File: config.mk
export PLATFORM = sky130hd
export DESIGN_NAME = uart_rx_core
export DESIGN_NICKNAME = d
export VERILOG_FILES = /design/src/rtl/uart_rx_core.sv
export SDC_FILE = /design/constraint.sdc
export NUM_CORES = 1
export LEC_CHECK = 0
export CAP_MARGIN = 20
export CORE_MARGIN = 4
export CORE_UTILIZATION = 27
export DETAILED_ROUTE_END_ITERATION = 8
export GPL_ROUTABILITY_DRIVEN = 0
export PLACE_DENSITY = 0.44
export RECOVER_POWER = 100
export SLEW_MARGIN = 10
export SYNTH_ARGS = -nofsm -noshare
export SYNTH_HDL_FRONTEND = slang
export SYNTH_SLANG_ARGS = --single-unit
File: constraint.sdc
create_clock -name pclk -period 2.1 [get_ports pclk]
set_input_delay 0.525 -clock pclk [delete_from_list [all_inputs] [get_ports pclk]]
set_output_delay 0.525 -clock pclk [all_outputs]
set_load 0.005 [all_outputs]
File: src/rtl/uart_rx_core.sv
// UART receiver: 2-flop rx synchronizer, mid-bit sampling FSM, valid/ready word output.
// Define UART_RX_FIFO_EN for a 4-entry FWFT word FIFO; otherwise a single holding register.
module uart_rx_core #(
    parameter int DATA_WIDTH   = 8,
    parameter int CLKS_PER_BIT = 16,
    parameter bit PARITY_EN    = 1'b1,
    parameter bit PARITY_ODD   = 1'b0,
    parameter int STOP_BITS    = 1
) (
    input  logic                  pclk,
    input  logic                  areset,
    input  logic                  rx,
    input  logic                  rx_ready,
    output logic                  rx_valid,
    output logic [DATA_WIDTH-1:0] rx_data,
    output logic                  parity_err,
    output logic                  frame_err,
    output logic                  overrun,
    output logic                  busy
);

    localparam int                CW        = $clog2(CLKS_PER_BIT);
    localparam logic [CW-1:0]     HALF      = CW'(CLKS_PER_BIT / 2 - 1);
    localparam logic [CW-1:0]     FULL      = CW'(CLKS_PER_BIT - 1);
    localparam logic [2:0]        LAST_DATA = 3'(DATA_WIDTH - 1);
    localparam logic [2:0]        LAST_STOP = 3'(STOP_BITS - 1);
    localparam int                WORD_W    = DATA_WIDTH + 2;

    typedef enum logic [2:0] {
        S_IDLE,
        S_START,
        S_DATA,
        S_PARITY,
        S_STOP,
        S_WAIT_IDLE
    } state_t;

    // ------------------------------------------------------------------
    // Synchronizer and falling-edge detect (idle-high line resets to 1)
    // ------------------------------------------------------------------
    logic sync1_q, sync2_q, prev_q;
    logic fall;

    // NOTE: flops use non-blocking assignments so every stage samples the pre-edge value.
    always_ff @(posedge pclk or negedge areset) begin
        if (!areset) begin
            sync1_q <= 1'b1;
            sync2_q <= 1'b1;
            prev_q  <= 1'b1;
        end else begin
            sync1_q <= rx;
            sync2_q <= sync1_q;
            prev_q  <= sync2_q;
        end
    end

    assign fall = prev_q & ~sync2_q;

    // ------------------------------------------------------------------
    // Framing FSM
    // ------------------------------------------------------------------
    state_t                state_q;
    logic [CW-1:0]         cnt_q;
    logic [2:0]            bit_cnt_q;
    logic [DATA_WIDTH-1:0] shift_q;
    logic                  perr_q;
    logic                  ferr_q;
    logic                  commit_q;
    logic                  bit_tick;

    assign bit_tick = (cnt_q == FULL);
    assign busy     = (state_q != S_IDLE);

    always_ff @(posedge pclk or negedge areset) begin
        if (!areset) begin
            state_q   <= S_IDLE;
            cnt_q     <= '0;
            bit_cnt_q <= '0;
            shift_q   <= '0;
            perr_q    <= 1'b0;
            ferr_q    <= 1'b0;
            commit_q  <= 1'b0;
        end else begin
            commit_q <= 1'b0;
            case (state_q)
                S_IDLE: begin
                    if (fall) begin
                        cnt_q     <= '0;
                        bit_cnt_q <= '0;
                        state_q   <= S_START;
                    end
                end
                S_START: begin
                    // A line that is high again at mid-start was a glitch.
                    if (cnt_q == HALF) begin
                        cnt_q   <= '0;
                        state_q <= sync2_q ? S_IDLE : S_DATA;
                    end else begin
                        cnt_q <= cnt_q + CW'(1);
                    end
                end
                S_DATA: begin
                    if (bit_tick) begin
                        cnt_q   <= '0;
                        shift_q <= {sync2_q, shift_q[DATA_WIDTH-1:1]};
                        if (bit_cnt_q == LAST_DATA) begin
                            bit_cnt_q <= '0;
                            perr_q    <= 1'b0;
                            ferr_q    <= 1'b0;
                            state_q   <= PARITY_EN ? S_PARITY : S_STOP;
                        end else begin
                            bit_cnt_q <= bit_cnt_q + 3'd1;
                        end
                    end else begin
                        cnt_q <= cnt_q + CW'(1);
                    end
                end
                S_PARITY: begin
                    if (bit_tick) begin
                        cnt_q   <= '0;
                        perr_q  <= ((^shift_q) ^ sync2_q) != PARITY_ODD;
                        state_q <= S_STOP;
                    end else begin
                        cnt_q <= cnt_q + CW'(1);
                    end
                end
                S_STOP: begin
                    if (bit_tick) begin
                        cnt_q <= '0;
                        if (!sync2_q) begin
                            ferr_q <= 1'b1;
                        end
                        if (bit_cnt_q == LAST_STOP) begin
                            bit_cnt_q <= '0;
                            commit_q  <= 1'b1;
                            // A low stop bit may be a break: wait for the line to recover.
                            state_q   <= sync2_q ? S_IDLE : S_WAIT_IDLE;
                        end else begin
                            bit_cnt_q <= bit_cnt_q + 3'd1;
                        end
                    end else begin
                        cnt_q <= cnt_q + CW'(1);
                    end
                end
                S_WAIT_IDLE: begin
                    if (sync2_q) begin
                        state_q <= S_IDLE;
                    end
                end
                default: state_q <= S_IDLE;
            endcase
        end
    end

    // ------------------------------------------------------------------
    // Word storage
    // ------------------------------------------------------------------
    logic [WORD_W-1:0] commit_word;
    logic [WORD_W-1:0] head;
    logic              pop;
    logic              ovr_d;
    logic              overrun_q;

    assign commit_word = {ferr_q, perr_q, shift_q};
    assign pop         = rx_valid & rx_ready;

`ifdef UART_RX_FIFO_EN
    localparam int DEPTH = 4;

    logic [WORD_W-1:0] mem_q [DEPTH];
    logic [1:0]        wr_ptr_q, wr_ptr_d;
    logic [1:0]        rd_ptr_q, rd_ptr_d;
    logic [2:0]        count_q, count_d;
    logic              push;
    logic              full;

    assign full = (count_q == 3'(DEPTH));

    // A pop on the commit cycle frees the slot, so the commit is never dropped then.
    always_comb begin
        push     = commit_q & (~full | pop);
        ovr_d    = commit_q & full & ~pop;
        wr_ptr_d = push ? wr_ptr_q + 2'd1 : wr_ptr_q;
        rd_ptr_d = pop  ? rd_ptr_q + 2'd1 : rd_ptr_q;
        count_d  = count_q + {2'b00, push} - {2'b00, pop};
    end

    always_ff @(posedge pclk or negedge areset) begin
        if (!areset) begin
            wr_ptr_q <= '0;
            rd_ptr_q <= '0;
            count_q  <= '0;
        end else begin
            wr_ptr_q <= wr_ptr_d;
            rd_ptr_q <= rd_ptr_d;
            count_q  <= count_d;
        end
    end

    // NOTE: the word array has no reset; outputs are gated by rx_valid, so stale entries never show.
    always_ff @(posedge pclk) begin
        if (push) begin
            mem_q[wr_ptr_q] <= commit_word;
        end
    end

    assign rx_valid = (count_q != 3'd0);
    assign head     = mem_q[rd_ptr_q];
`else
    logic [WORD_W-1:0] hold_q, hold_d;
    logic              valid_q, valid_d;

    // NOTE: every always_comb output gets a default first, so no latch is inferred.
    always_comb begin
        hold_d  = hold_q;
        valid_d = valid_q;
        ovr_d   = 1'b0;
        if (pop) begin
            valid_d = 1'b0;
        end
        if (commit_q) begin
            if (valid_q && !pop) begin
                ovr_d = 1'b1;
            end else begin
                hold_d  = commit_word;
                valid_d = 1'b1;
            end
        end
    end

    always_ff @(posedge pclk or negedge areset) begin
        if (!areset) begin
            hold_q  <= '0;
            valid_q <= 1'b0;
        end else begin
            hold_q  <= hold_d;
            valid_q <= valid_d;
        end
    end

    assign rx_valid = valid_q;
    assign head     = hold_q;
`endif

    always_ff @(posedge pclk or negedge areset) begin
        if (!areset) begin
            overrun_q <= 1'b0;
        end else begin
            overrun_q <= ovr_d;
        end
    end

    assign overrun                          = overrun_q;
    assign {frame_err, parity_err, rx_data} = rx_valid ? head : '0;

    // Held word must not change or vanish until it is accepted.
    hold_stable: assert property (@(posedge pclk) disable iff (!areset)
        (rx_valid && !rx_ready) |=> (rx_valid && $stable(rx_data)));

endmodule
==> summary.md <==
| Metric | Value |
|---|---|
| Final max-slew violation count | 0 |
| # diodes | 0 |
| Hpwl dp | between 2000 and 3000 µm |
| Antenna viol nets, final | 0 |
| Crit path required time | around 1600 ps |
| Largest area contributor in the netlist | dfrtp_1 |
| Crit Reg-Reg Startpoint | cnt_q[0] |
| Gr ovfl total | 0 |
| Crit path to | rx_data[4] |
| Commonest non-fill, non-tap cells in the layout | dfrtp_1 (31), mux2_2 (18), nand2_1 (11) |
| Die ar. | between 8000 and 9000 µm² |
| Final Hold Vio Count | 0 |
| TritonCTS clock tree | done |
| Deepest clock path buffer count | 2 |
| DIE WIDTH | around 90 µm |
| Critical Path Sink Type | primary output |
| PwrDens | roughly 910 nW/µm² |
| Placed Cells | ~280 |
| Initial antenna violation count | 0 |
| Multi-input logic area | between 900 and 1000 µm² |
| Max FO, Critical Path | 12 |
| Layout cells sized above 1 | 0.247 |
| Worst-margin pin slew | between 900 and 1000 ps |
| Number of global-route vias before repair | approximately 1,400 |
| Clock transition at path regs | 80 ps |
| R2R Setup Slk | 170 ps |
| Sequential standard cell area | a little over 900 µm² |
| Final Setup Violations | 0 |
| Non-Filler Instances | 290 |
| Prevailing post-synth register cell | dfrtp_1 |
| I/O pins | 17 |
| Max_cap viols | 0 |
| DP Worst Slack | 125 ps |
| CP Class | reg2out |
| Fillers | 700 |
| H-tree levels | 2 |
| DRC viols | 0 |
| R2r endpoint | shift_q[5] |
| DR WL/cell | roughly 13 µm |
| Final Skew | just over 10 ps |
| Post-Synthesis Cells | 171 |
| CTS Buf Count | 5 |
| Leakage | 0.00105 µW |
| Largest net degree at the start of global routing | 37 |
| CP arrival | ~1500 ps |
| Final Core Density | 0.336 |
| Finished Cell Area | roughly 2300 µm² |
| RSZ-0062 raised after global routing | no |
| Worst setup SP type | register |
| Synth Register Bits | 36 |
| Worst vdd ir | 0.000609 V |
| Yosys cell types | between 50 and 60 |
| Global-route usage over all layers | 0.103 |
| Placed instance area | ~2200 µm² |
| Post-synth design cell area | ~1900 µm² |
| Status | finished clean |
| R2R depth | 4 |
| Crit path launch | rx_valid |
| Top cells by area, synth | dfrtp_1 (43%), mux2_2 (10%), dfstp_2 (4.1%) |
| Seq/Total Area, Yosys | 0.468 |
| HP Class | reg2reg |
| Final net count | 201 |
| First-pass GRT wire length | approximately 6900 µm |
| Share of the synthesized area in the top cell type | 0.427 |
| Async S/R FF share, synth | 1.00 |
| Initial core utilization | 0.282 |
| DR iter-0 viols | 51 |
| Syn avg cell area | around 11 µm² |
| Core Box Area | between 6000 and 7000 µm² |
| Syn-to-layout area delta | 19.4% |
| Die Y-Extent | between 90 and 100 µm |
| Relative slew slack | 0.391 |
| Setup tns final | 0 ps |
| Root buf cell | clkbuf_8 |
| Warning count from the yosys run | 0 |
| Period minus WS final | ~2000 ps |
| Period utilisation layout | 0.953 |
| Number of flops mapped to enable cells by yosys | 0 |
| Drt total wl | 3850 µm |
| Most common cell after layout, fill and taps aside | dfrtp_1 |
| Drt pass-1 iters | 4 |
| Vias per cell | between 4 and 5 |
| Final WS setup | approximately 100 ps |
| Total number of vias | around 1,300 |
| TritonCTS Sinks | 36 |
| Clock Latency Late Sink | approximately 290 ps |
| Post-synth net total | 179 |
| # rows | 30 |
| Achievable frequency | about 500 MHz |
| Port Buffers | 16 |
synthesized netlist by cell type (2+ instances only):
master / n
or3_1: 2
a31oi_1: 2
xor2_1: 2
a21oi_1: 6
nand2b_1: 4
nand2_1: 10
and2b_2: 2
a211o_1: 2
ha_1: 4
dfrtp_1: 33
nor2_1: 5
mux2i_1: 3
o21ai_0: 6
nand3b_1: 2
dfstp_2: 3
buf_2: 6
o31ai_1: 2
inv_1: 6
xnor2_1: 4
and2_1: 10
mux2_2: 18
nand3_1: 9
and3_1: 2
power breakdown:
part	internal, µW	switching (µW)	total (µW)
Sequential	775	105	880
Clock	268	258	526
Combinational	295	398	694
Total	1340	761	2100
sequential cells by signal, summed over array words and instances, names as in the netlist:
name	cells
sync1_q	1
ferr_q	1
bit_cnt_q	3
prev_q	1
overrun	1
head	10
perr_q	1
rx_valid	1
state_q	3
commit_q	1
sync2_q	1
cnt_q	4
shift_q	8
per-layer routing:
| layer | vias up | share of wire | GRT usage | routed length (µm) |
|---|---|---|---|---|
| met4 | 0 | 0.015 | 0.0440 | 56 |
| li1 | 659 | - | - | - |
| met2 | 22 | 0.46 | 0.158 | 1780 |
| met3 | 5 | 0.038 | 0.0252 | 147 |
| met1 | 648 | 0.48 | 0.137 | 1870 |
| met5 | - | 0 | 0 | 0 |
layout make-up:
type,instances,share of cell area
Clock buffer,6,0.0358
Clock inverter,2,0.00596
Inverter,7,0.0114
Multi-Input combinational cell,119,0.410
Sequential cell,36,0.393
Tap cell,96,0.0520
Timing Repair Buffer,24,0.0921
cell families after synthesis:
kind of cell | synth area share
adder cells (fa/ha/maj) | 0.0259
flip-flops | 0.468
AO/OA/AOI/OAI | 0.131
AND/OR/NAND/NOR | 0.176
XOR/XNOR | 0.0388
multiplexers | 0.120
buffers and inverters | 0.0407
timing repair:
item                                    4_1_cts  5_1_grt
cloned                                        0        0
hold buffers                                  0        0
buffers inserted                              0        1
resized for setup                             1        2
endpoints found under the setup margin        1        8
critical path, stage by stage (launching register included):
cell           delay (ps)
dfrtp_2               470
and2_1                160
dlygate4sd3_1         560
how the worst min path moves through the flow:
stage / end / depth (start not counted) / startpoint / slack [ps]
after floorplan: bit_cnt_q[0] / 0 / areset / 230
after global placement: sync2_q / 0 / sync1_q / 350
after detailed placement: sync2_q / 0 / sync1_q / 350
after CTS: perr_q / 2 / areset / 290
after global routing: sync2_q / 0 / sync1_q / 370
final: sync2_q / 0 / sync1_q / 360
metrics by stage:
step | total power, µW | hold WS, ps
2_1_floorplan | 1390 | 229
3_3_place_gp | 1570 | 346
3_5_place_dp | 1590 | 347
4_1_cts | 2140 | 288
5_1_grt | 2280 | 372
6_report | 2100 | 364
No activity file was read; power rests on OpenSTA's default activity.
